**src/rtl/z3_cycle_sequencer.sv**
```systemverilog
// z3_cycle_sequencer -- Zorro III slave-cycle sequencer.
// Synchronises FCS_n/DS_n, decodes the address phase, steers the cycle to
// either the autoconfig block or the SDRAM controller and owns SLAVE_n/DTACK_n.
// Optional build macro: Z3_TIMEOUT_EN adds a Z3_DATA watchdog that forces
// termination after TIMEOUT_CYCLES clocks and raises a sticky bus_error.
module z3_cycle_sequencer #(
    parameter int SYNC_STAGES    = 2,
    parameter int TIMEOUT_CYCLES = 255
) (
    input  logic        CLK,
    input  logic        RESET,
    input  logic        FCS_n,
    input  logic [3:0]  DS_n,
    input  logic        READ,
    input  logic [15:0] ADDR,
    input  logic        CFGIN_n,
    input  logic        configured,
    input  logic        shutup,
    input  logic [3:0]  ram_base_addr,
    input  logic        ac_dtack,
    input  logic        ram_ack,
    output logic [1:0]  z3_state,
    output logic        autoconfig_cycle,
    output logic        ram_cycle,
    output logic        ram_req,
    output logic        SLAVE_n,
    output logic        DTACK_n,
    output logic        bus_error
);

    typedef enum logic [1:0] {
        Z3_IDLE  = 2'd0,
        Z3_START = 2'd1,
        Z3_DATA  = 2'd2,
        Z3_END   = 2'd3
    } z3_state_t;

    // Synchroniser chains: bit 0 is the first flop after the pin.
    logic [SYNC_STAGES-1:0]       fcs_sync_q;
    logic [SYNC_STAGES-1:0][3:0]  ds_sync_q;
    logic                         fcs_prev_q;

    z3_state_t state_q;
    logic      ac_match_q;
    logic      ram_match_q;

    logic fcs_s;
    logic ds_any_s;
    logic fcs_rise_s;
    logic ac_hit_s;
    logic ram_hit_s;
    logic ack_hit_s;
    logic unused_s;

    assign fcs_s      = ~fcs_sync_q[SYNC_STAGES-1];
    assign ds_any_s   = ~(&ds_sync_q[SYNC_STAGES-1]);
    assign fcs_rise_s = fcs_s & ~fcs_prev_q;

    // Address-phase decode; only autoconfig space at FF00 while unconfigured,
    // RAM space once the base has been assigned.
    assign ac_hit_s  = (ADDR == 16'hFF00) & ~CFGIN_n & ~configured & ~shutup;
    assign ram_hit_s = configured & (ADDR[15:12] == ram_base_addr);

    // Only the acknowledge of the target that owns the cycle counts.
    assign ack_hit_s = (autoconfig_cycle & ac_dtack) | (ram_cycle & ram_ack);

    assign z3_state = state_q;

`ifdef Z3_TIMEOUT_EN
    logic [7:0] timeout_cnt_q;
    // Bus direction does not influence sequencing.
    assign unused_s = READ;
`else
    // Bus direction does not influence sequencing; watchdog length unused here.
    assign unused_s  = ^{READ, 8'(TIMEOUT_CYCLES)};
    assign bus_error = 1'b0;
`endif

    // Strobe synchronisers and the delayed fcs copy used for edge detection.
    always_ff @(posedge CLK) begin
        if (RESET) begin
            fcs_sync_q <= {SYNC_STAGES{1'b1}};
            ds_sync_q  <= {SYNC_STAGES{4'hF}};
            fcs_prev_q <= 1'b0;
        end else begin
            fcs_sync_q <= {fcs_sync_q[SYNC_STAGES-2:0], FCS_n};
            ds_sync_q  <= {ds_sync_q[SYNC_STAGES-2:0], DS_n};
            fcs_prev_q <= fcs_s;
        end
    end

    // Cycle FSM with all bus-facing outputs registered.
    always_ff @(posedge CLK) begin
        if (RESET) begin
            state_q          <= Z3_IDLE;
            ac_match_q       <= 1'b0;
            ram_match_q      <= 1'b0;
            autoconfig_cycle <= 1'b0;
            ram_cycle        <= 1'b0;
            ram_req          <= 1'b0;
            SLAVE_n          <= 1'b1;
            DTACK_n          <= 1'b1;
`ifdef Z3_TIMEOUT_EN
            timeout_cnt_q    <= 8'd0;
            bus_error        <= 1'b0;
`endif
        end else begin
            // ram_req is a single-clock pulse unless re-armed below.
            ram_req <= 1'b0;
            case (state_q)
                Z3_IDLE: begin
                    // A non-matching address leaves us idle until the next fcs edge.
                    if (fcs_rise_s && (ac_hit_s || ram_hit_s)) begin
                        state_q     <= Z3_START;
                        ac_match_q  <= ac_hit_s;
                        ram_match_q <= ~ac_hit_s & ram_hit_s;
                    end else begin
                        state_q <= Z3_IDLE;
                    end
                end
                Z3_START: begin
                    SLAVE_n          <= 1'b0;
                    autoconfig_cycle <= ac_match_q;
                    ram_cycle        <= ram_match_q;
                    if (!fcs_s) begin
                        // Strobe withdrawn before any data strobe: no data phase.
                        state_q <= Z3_END;
                    end else if (ds_any_s) begin
                        state_q <= Z3_DATA;
                        ram_req <= ram_match_q;
`ifdef Z3_TIMEOUT_EN
                        timeout_cnt_q <= 8'd0;
`endif
                    end else begin
                        state_q <= Z3_START;
                    end
                end
                Z3_DATA: begin
                    if (ack_hit_s) begin
                        DTACK_n <= 1'b0;
                        state_q <= Z3_END;
                    end else if (!fcs_s) begin
                        // Bus abort: finish without acknowledging.
                        state_q <= Z3_END;
`ifdef Z3_TIMEOUT_EN
                    end else if (timeout_cnt_q == 8'(TIMEOUT_CYCLES - 1)) begin
                        DTACK_n   <= 1'b0;
                        bus_error <= 1'b1;
                        state_q   <= Z3_END;
                    end else begin
                        timeout_cnt_q <= timeout_cnt_q + 8'd1;
                        state_q       <= Z3_DATA;
`else
                    end else begin
                        state_q <= Z3_DATA;
`endif
                    end
                end
                Z3_END: begin
                    // Hold the response until the master drops the strobe.
                    if (!fcs_s) begin
                        SLAVE_n          <= 1'b1;
                        DTACK_n          <= 1'b1;
                        autoconfig_cycle <= 1'b0;
                        ram_cycle        <= 1'b0;
                        state_q          <= Z3_IDLE;
                    end else begin
                        state_q <= Z3_END;
                    end
                end
                default: begin
                    state_q <= Z3_IDLE;
                end
            endcase
        end
    end

endmodule

```
**config.mk**
```make
export PLATFORM = sky130hd
export DESIGN_NAME = z3_cycle_sequencer
export DESIGN_NICKNAME = d
export VERILOG_FILES = /design/src/rtl/z3_cycle_sequencer.sv
export SDC_FILE = /design/constraint.sdc
export NUM_CORES = 1
export LEC_CHECK = 0
export BUFFER_PORTS_ARGS = -buffer_cell sky130_fd_sc_hd__buf_2
export CAP_MARGIN = 15
export CORE_ASPECT_RATIO = 0.6
export CORE_MARGIN = 1.5
export CORE_UTILIZATION = 35
export CTS_BUF_LIST = sky130_fd_sc_hd__clkbuf_4 sky130_fd_sc_hd__clkbuf_8 sky130_fd_sc_hd__clkbuf_16
export DETAILED_ROUTE_END_ITERATION = 6
export PLACE_DENSITY = 0.62
export SLEW_MARGIN = 20
export SYNTH_ARGS = -nofsm -noshare
export SYNTH_HDL_FRONTEND = slang
export SYNTH_SLANG_ARGS = --single-unit
```
**constraint.sdc**
```tcl
create_clock -name CLK -period 4.3 [get_ports CLK]
set_clock_uncertainty 0.1 [all_clocks]
set_input_delay 0.645 -clock CLK [delete_from_list [all_inputs] [get_ports CLK]]
set_output_delay 0.645 -clock CLK [all_outputs]
set_load 0.005 [all_outputs]
```
### Yosys cells after proc, flatten, opt, wreduce, memory -nomap -nowiden

Cells that the tools add are included.

* bits in read-only memories: 0
* bits in latches: 0
* output and inout bits: 8
* memories kept: 0
* flip-flop bits (word level): 20
* input bits: 33
* bits in writable memories: 0

* reduce and logical (&&, ||, !) cells: 10
* divide/modulo/power cells: 0
* equality and inequality tests: 7
* order comparisons: 0
* $mul: 0
* $add $sub $neg: 0
* shift-type cells: 0
* bitwise operators: 16
* muxes and demuxes: 14

Operators with widths (count)
* $eq A16 B16 Y1 const B: 1
* $and A1 B1 Y1: 8
* $pmux W1 S2: 4
* $pmux W2 S4: 1
* $not A1 Y1: 7
* $mux W1: 6
* $mux W2: 3
* $eq A2 B2 Y1 const B: 2
* $eq A4 B4 Y1: 1
* $ne A2 B2 Y1 const B: 2
* $reduce_and A2 Y1: 2
* $reduce_and A4 Y1: 1
* $reduce_bool A2 Y1: 2
* $reduce_or A4 Y1: 1
* $reduce_and A3 Y1: 1
* $eq A2 B1 Y1 const B: 1
* $logic_not A2 Y1: 1
* $logic_and A1 B1 Y1: 1
* $logic_or A1 B1 Y1: 1
* $or A1 B1 Y1: 1

### Depth between registers and ports, before layout

Gate-level depths: netlist of the first run.

* word-level depth: 8
* gate-level depth with buffers: 5

### Worst setup path before layout of the first run

Ideal clock, no wire load.

* path kind: input to register
* start point: input port ADDR[2]
* end point: register ram_match_q
* stages: 4
* data required time: 4.084 ns
* setup slack: 2.400 ns
* arrival time: 1.685 ns
* setup time: 0.116 ns
* buffers on the path: 0
* cells stage by stage: or4b_4 > nor4_2 > nand4_1 > and3b_1

* word-level cells in the longest chain between the ends: 7

RTL lines
* start, declared: RTL line 15 `input logic [15:0] ADDR,`
* $eq A16 B16 Y1 *: RTL line 61 `assign ac_hit_s = (ADDR == 16'hFF00) & ~CFGIN_n & ~configured & ~shutup;`
* $and A1 B1 Y1 * (3 in a row): RTL line 61
* $logic_or A1 B1 Y1: RTL line 113 `if (fcs_rise_s && (ac_hit_s || ram_hit_s)) begin`
* $logic_and A1 B1 Y1: RTL line 113
* $reduce_and A2 Y1 (no source line)
* end signal, assigned: RTL line 116 `ram_match_q <= ~ac_hit_s & ram_hit_s;`
* end, declared: RTL line 45 `logic ram_match_q;`

Every way passes the cells marked *; elsewhere a longest branch is shown, timed or not.
A chain may end at the register's enable or synchronous reset.

### Final worst setup path of the first run

Same ends and word-level chain as after synthesis.

==> impl_results.md, run 1 <==
- Detailed-router iteration count before antenna repair: 4
- Hold Violations, Final: 0
- Seq/Total Area, Yosys: 0.5071
- CTS tree: built
- Vertical die dimension: 39.79 um
- Sequence of cells on the critical path: buf_2 -> or4b_4 -> nor4_2 -> nand4_1 -> and3b_1
- Endpoint with the worst hold slack: fcs_sync_q[1]
- Mean cell area of the mapped netlist: 9.747 sq um
- Max-cap violation count: 0
- Remaining number of nets flagged by the antenna check after routing: 0
- Width of the die: 64.32 um
- Top_reg_cell synth: sky130_fd_sc_hd__dfxtp_1
- Final GP Congestion: 0.6791
- Global-route congestion overflow total: 0
- Leakage power of the design: 0.4648 nW
- Post-layout utilization of the core: 0.4907
- First-pass GRT wire length: 2415 um
- Number of nets in the final layout: 153
- Core footprint: 0.002147 sq mm
- Count of flip-flops with a built-in enable after synthesis: 0
- Area added between synthesis and finish: 33.44%
- Time the worst path needs with I/O delays and setup: 1842 ps
- Endpoint of the worst register-to-register path: ram_match_q
- Worst reg2reg setup slack: 2880 ps
- Quantity of hold-fixing buffers added after cts: 0
- Warning count from the yosys run: 0
- Data arrival, critical path: 1890 ps
- Total of cells resized after clock tree synthesis: 0
- Number of buffer and inverter instances along the worst setup path: 1
- Hold Path Class: reg -> reg
- VDD IR-drop max: 0.0001944 V
- Filler instances: 209
- Average routed wire per standard cell: 10.25 um
- Data required time at the worst endpoint: 4350 ps
- Clk slew on worst S/H paths: 70 ps
- Total half-perimeter wirelength after legalization and detailed placement: 1234 um
- Proportion of synthesized flip-flops having asynchronous set or reset: 0
- Worst setup path class: in -> reg
- Port-buffer cells: 38
- CP top delay family: simple AND/OR/NAND/NOR gates
- Maximum number of pins on one net before global-route repair: 19
- Post-CTS Setup Bufs: 0
- Fmax: 0.5429 GHz
- Synth unique cells: 30
- Worst flop-to-flop path startpoint: fcs_sync_q[1]
- Starting Density: 0.3677
- Overall global routing resource usage: 0.1317
- Total power density per cell area: 344.2 mW/mm^2
- Count of inserted antenna diode cells: 0
- Summed negative setup slack over all endpoints: 0 ps
- Die area: 0.002559 sq mm
- Drt initial violations: 15
- Final worst path period share: 0.4284
- Total of flip-flops plus latches after synthesis: 20
- Sequential cell area: 400.4 sq um
- Clock latency on the worst-skew pair: 250 ps
- Number of buffers created by CTS: 3
- Post-Synthesis Cells: 81
- Number of max-slew violations in the final report: 0
- Clk buf depth: 2
- Number of H-tree levels: 1
- Delay of the slowest cell on the worst path: 520 ps
- Number of core rows: 13
- Count of pins on the block boundary: 41
- Slowest-stage cell, CP: sky130_fd_sc_hd__or4b_4
- Worst r2r path cells: 4
- Vias in the first global route: 544
- Detailed-route vias per instance: 4.550
- Startpoint of the worst hold path: fcs_sync_q[0]
- Area taken by multi-input logic gates: 366.6 sq um
- Detailed-route via count: 678
- Clock root buffer: sky130_fd_sc_hd__clkbuf_8
- Antenna violations before repair: 0
- Startpoint type of the worst setup path: input port
- Endpoint class of the critical path: register
- Final wirelength: 1527 um
- Mapped Area: 789.5 sq um
- Crit Path Max Fanout: 3
- Worst hold path depth: 1
- Clock tree sinks: 20
- Post-route DRC: 0
- Number of nets in the synthesized netlist: 114
- Status: complete, no violations
- Share of layout cells above drive strength 1: 0.4706
- Final setup violating endpoints: 0
- Unrepaired setup endpoints after global routing: false
[registers in the layout, summed over array words and instances, names as in the netlist]
| register | cells |
|---|---|
| DTACK_n | 1 |
| SLAVE_n | 1 |
| ac_match_q | 1 |
| autoconfig_cycle | 1 |
| ds_sync_q | 8 |
| fcs_prev_q | 1 |
| fcs_sync_q | 2 |
| ram_cycle | 1 |
| ram_match_q | 1 |
| ram_req | 1 |
| z3_state | 2 |
[where the power goes]
group          switching (mW)  internal (mW)
logic                  0.0128         0.0195
registers             0.00322          0.191
clock network          0.0552         0.0813
total                  0.0712          0.291
[kinds of logic after synthesis]
logic type | synth area share
xor gates and xnor gates | 0.04437
other | 0.004750
and+or+nand+nor | 0.2758
DFF | 0.5071
AOI/OAI and AO/OA | 0.1395
buffers and inverters | 0.02852
[how the worst max path moves through the flow]
stage | startpoint | endpoint | slack [ps] | depth (start not counted)
after floorplan | ADDR[2] | ram_match_q | 2400 | 4
after global placement | ADDR[2] | ram_match_q | 2200 | 5
after detailed placement | ADDR[2] | ram_match_q | 2180 | 5
after CTS | ADDR[2] | ram_match_q | 2450 | 5
after global routing | ADDR[2] | ram_match_q | 2380 | 5
final | ADDR[2] | ram_match_q | 2460 | 5
[layout make-up]
cell class | count | area share
inverters | 1 | 0.003563
well taps | 30 | 0.03563
flip-flops and latches | 20 | 0.3800
clock buffers | 4 | 0.05226
multi-input cells | 56 | 0.3480
repair buffers | 38 | 0.1805
[Yosys cell counts (all sizes together), types with 2 or more instances]
master | n | area (sq um)
nor4 | 3 | 31.28
and4 | 2 | 17.52
nand2 | 3 | 11.26
a21oi | 4 | 20.02
a22oi | 3 | 22.52
a31oi | 2 | 12.51
xnor2 | 4 | 35.03
dfxtp | 20 | 400.4
nand4 | 2 | 12.51
nor2 | 6 | 22.52
or2 | 10 | 62.56
o21ai | 3 | 15.01
clkbuf | 3 | 11.26
[cell usage in the layout, fill, tap and decap left out, drive strengths merged, types with 3 or more instances in the layout]
cell | Yosys | routed
buf | 1 | 38
dfxtp | 20 | 20
or2 | 10 | 10
nor2 | 6 | 6
a21oi | 4 | 4
xnor2 | 4 | 4
clkbuf | 3 | 4
o21ai | 3 | 3
a22oi | 3 | 3
nand2 | 3 | 3
nor4 | 3 | 3
[per-layer routing]
layer / vias up / global-route usage / part of all wire
met2: 14 / 0.2083 / 0.44
met1: 306 / 0.1756 / 0.52
met4: 0 / 0.03191 / 0
met5: - / 0 / 0
li1: 358 / - / -
met3: 0 / 0.04310 / 0.041
[metrics by stage]
stage	setup WS, ps	cell area (sq um)	std cells	power [mW]	hold WS [ps]
6_report	2458	1054	149	0.3626	309.4
5_1_grt	2382	1054	149	0.3804	327.3
4_1_cts	2453	1054	149	0.3670	314.5
3_5_place_dp	2181	998.5	145	0.2307	296.7
3_3_place_gp	2202	998.5	145	0.2299	294.4
2_1_floorplan	2400	789.5	81	0.2128	289.5
Power figures use the tool's default switching activity.
==> run 2, diff against run 1 <==
Clock period 4.3 ns to 1.9 ns, I/O delays scaled along.
==> impl_results.md, run 2 (same netlist as run 1, synthesis figures left out) <==
- Detailed-route vias per instance: 4.601 (+1.1%)
- Status: complete, no violations
- Total half-perimeter wirelength after legalization and detailed placement: 1244 um (+0.82%)
- Clock tree sinks: 20 (unchanged)
- Routing usage on met3: 0.04310 (unchanged)
- Detailed-router iteration count before antenna repair: 2 (-2)
- Part of the power in registers: 0.570 (+0.035)
- First-pass GRT wire length: 2408 um (-0.29%)
- Clk buf depth: 2 (unchanged)
- Share of layout cells above drive strength 1: 0.4661 (-0.004487)
- Number of max-slew violations in the final report: 0 (unchanged)
- Flip-flop count of the largest register, all copies and words added: 8 (unchanged)
- Quantity of hold-fixing buffers added after cts: 0 (unchanged)
- Clock latency on the worst-skew pair: 250 ps (about the same)
- Number of core rows: 13 (unchanged)
- Time the worst path needs with I/O delays and setup: 1458 ps
- Most frequent standard cell in the layout excluding fill and tap cells: sky130_fd_sc_hd__buf_2
- Antenna violations before repair: 0 (unchanged)
- Sequence of cells on the critical path: buf_2 -> or4b_4 -> nor4_2 -> nand4_1 -> and3b_1
- Busiest metal layer after global routing: met1
- Finished layout cell area: 0.001040 sq mm (-1.3%)
- Clock root buffer: sky130_fd_sc_hd__clkbuf_8
- Number of buffer and inverter instances along the worst setup path: 1 (unchanged)
- Core footprint: 0.002147 sq mm (unchanged)
- Count of inserted antenna diode cells: 0 (unchanged)
- Global-route congestion overflow total: 0 (unchanged)
- Final setup violating endpoints: 0 (unchanged)
- Number of buffers created by CTS: 3 (unchanged)
- Port-buffer cells: 38 (unchanged)
- Endpoint class of the critical path: register
- VDD IR-drop max: 0.0005188 V (+170%)
- Final wirelength: 1534 um (+0.46%)
- CTS tree: built
- Hold Violations, Final: 0 (unchanged)
- Leakage power of the design: 0.4577 nW (-1.5%)
- CP top delay family: simple AND/OR/NAND/NOR gates
- Overall global routing resource usage: 0.1298 (-0.001947)
- Vias in the first global route: 519 (-4.6%)
- Max-cap violation count: 0 (unchanged)
- Combinational cell fraction of total power: 0.095 (+0.006)
- Switching power summed over all nets: 0.1531 mW (+120%)
- Summed negative setup slack over all endpoints: 0 ps (unchanged)
- Area added between synthesis and finish: 31.70%
- Net switching fraction of the power: 0.1990 (+0.002811)
- M1 GR Usage: 0.1859 (+0.01033)
- Data required time at the worst endpoint: 1940 ps (-2410 ps)
- Clk slew on worst S/H paths: 70 ps (about the same)
- Startpoint type of the worst setup path: input port
- Crit Path Max Fanout: 3 (unchanged)
- Total of cells resized after clock tree synthesis: 0 (unchanged)
- Worst setup path class: in -> reg
- Drt initial violations: 20 (+5)
- Data arrival, critical path: 1500 ps (-390 ps)
- Final worst path period share: 0.7676
- Post-CTS Setup Bufs: 0 (unchanged)
- Post-route DRC: 0 (unchanged)
- Slowest-stage cell, CP: sky130_fd_sc_hd__or4b_4
- Vertical die dimension: 39.79 um (unchanged)
- Total power density per cell area: 740.1 mW/mm^2 (+120%)
- Hold Path Class: in -> reg
- Average routed wire per standard cell: 10.36 um (+1.1%)
- Fmax: 0.6857 GHz
- GR Util met2: 0.1849 (-0.02344)
- Dpl cell area: 998.5 sq um (unchanged)
- Internal power: 0.6164 mW (+110%)
- Register name with the most flops: ds_sync_q
- Commonest cells after routing, fill and taps aside: 38 x sky130_fd_sc_hd__buf_2, 20 x sky130_fd_sc_hd__dfxtp_1, 10 x sky130_fd_sc_hd__or2_2, 6 x sky130_fd_sc_hd__nor2_1
- Delay of the slowest cell on the worst path: 520 ps (about the same)
- Unrepaired setup endpoints after global routing: false
- Remaining number of nets flagged by the antenna check after routing: 0 (unchanged)
- Die area: 0.002559 sq mm (unchanged)
- Maximum number of pins on one net before global-route repair: 19 (unchanged)
- Detailed-route via count: 681 (+0.44%)
- Number of nets in the final layout: 153 (unchanged)
- Starting Density: 0.3677 (unchanged)
- Number of H-tree levels: 1 (unchanged)
- Final GP Congestion: 0.6993 (+3.0%)
- Count of pins on the block boundary: 41 (unchanged)
- Power share of the clock group: 0.335 (-0.041)
- Width of the die: 64.32 um (unchanged)
==> run 2: routing by layer <==
metal	vias up	wire length, um
met1	312	822
met5	-	0
li1	356	-
met3	0	50
met2	13	660
met4	0	0
==> run 2: worst paths after layout <==
check / from / to / slack, ps / depth (start not counted)
setup / recovery: ADDR[2] / ram_match_q / 440 / 5
hold / removal: DS_n[0] / ds_sync_q[0] / 110 / 2
setup reg to reg: fcs_sync_q[1] / ram_match_q / 500 / 4
hold reg to reg: ds_sync_q[2] / ds_sync_q[6] / 310 / 1
==> run 2: layout make-up <==
type	instances	area [sq um]
fill	214	1107
sequential	20	400.4
multi-input combinational	56	366.6
timing repair buffer	38	190.2
clock buffer	3	41.29
tap	30	37.54
inverter	1	3.754
==> run 2: through the flow <==
step                      instances  total power, mW  worst slack, ps  utilization  hold WS, ps
after detailed placement        145           0.5223            162.4       0.4650        296.3
after floorplan                  81           0.4815            359.8            -        259.5
after global placement          145           0.5202            179.0       0.4650        293.5
after CTS                       148           0.7820            429.1       0.4843        109.1
final                           148           0.7695            441.6       0.4843        113.3
after global routing            148           0.8082            360.1       0.4843        106.1
==> run 2: power groups by stage <==
stage / Clock, mW / Combinational, mW / Sequential (mW)
floorplan: 0 / 0.0371 / 0.444
global placement: 0 / 0.0722 / 0.448
detailed placement: 0 / 0.0741 / 0.448
CTS: 0.269 / 0.0741 / 0.439
global route: 0.286 / 0.0829 / 0.440
finish: 0.258 / 0.0732 / 0.439
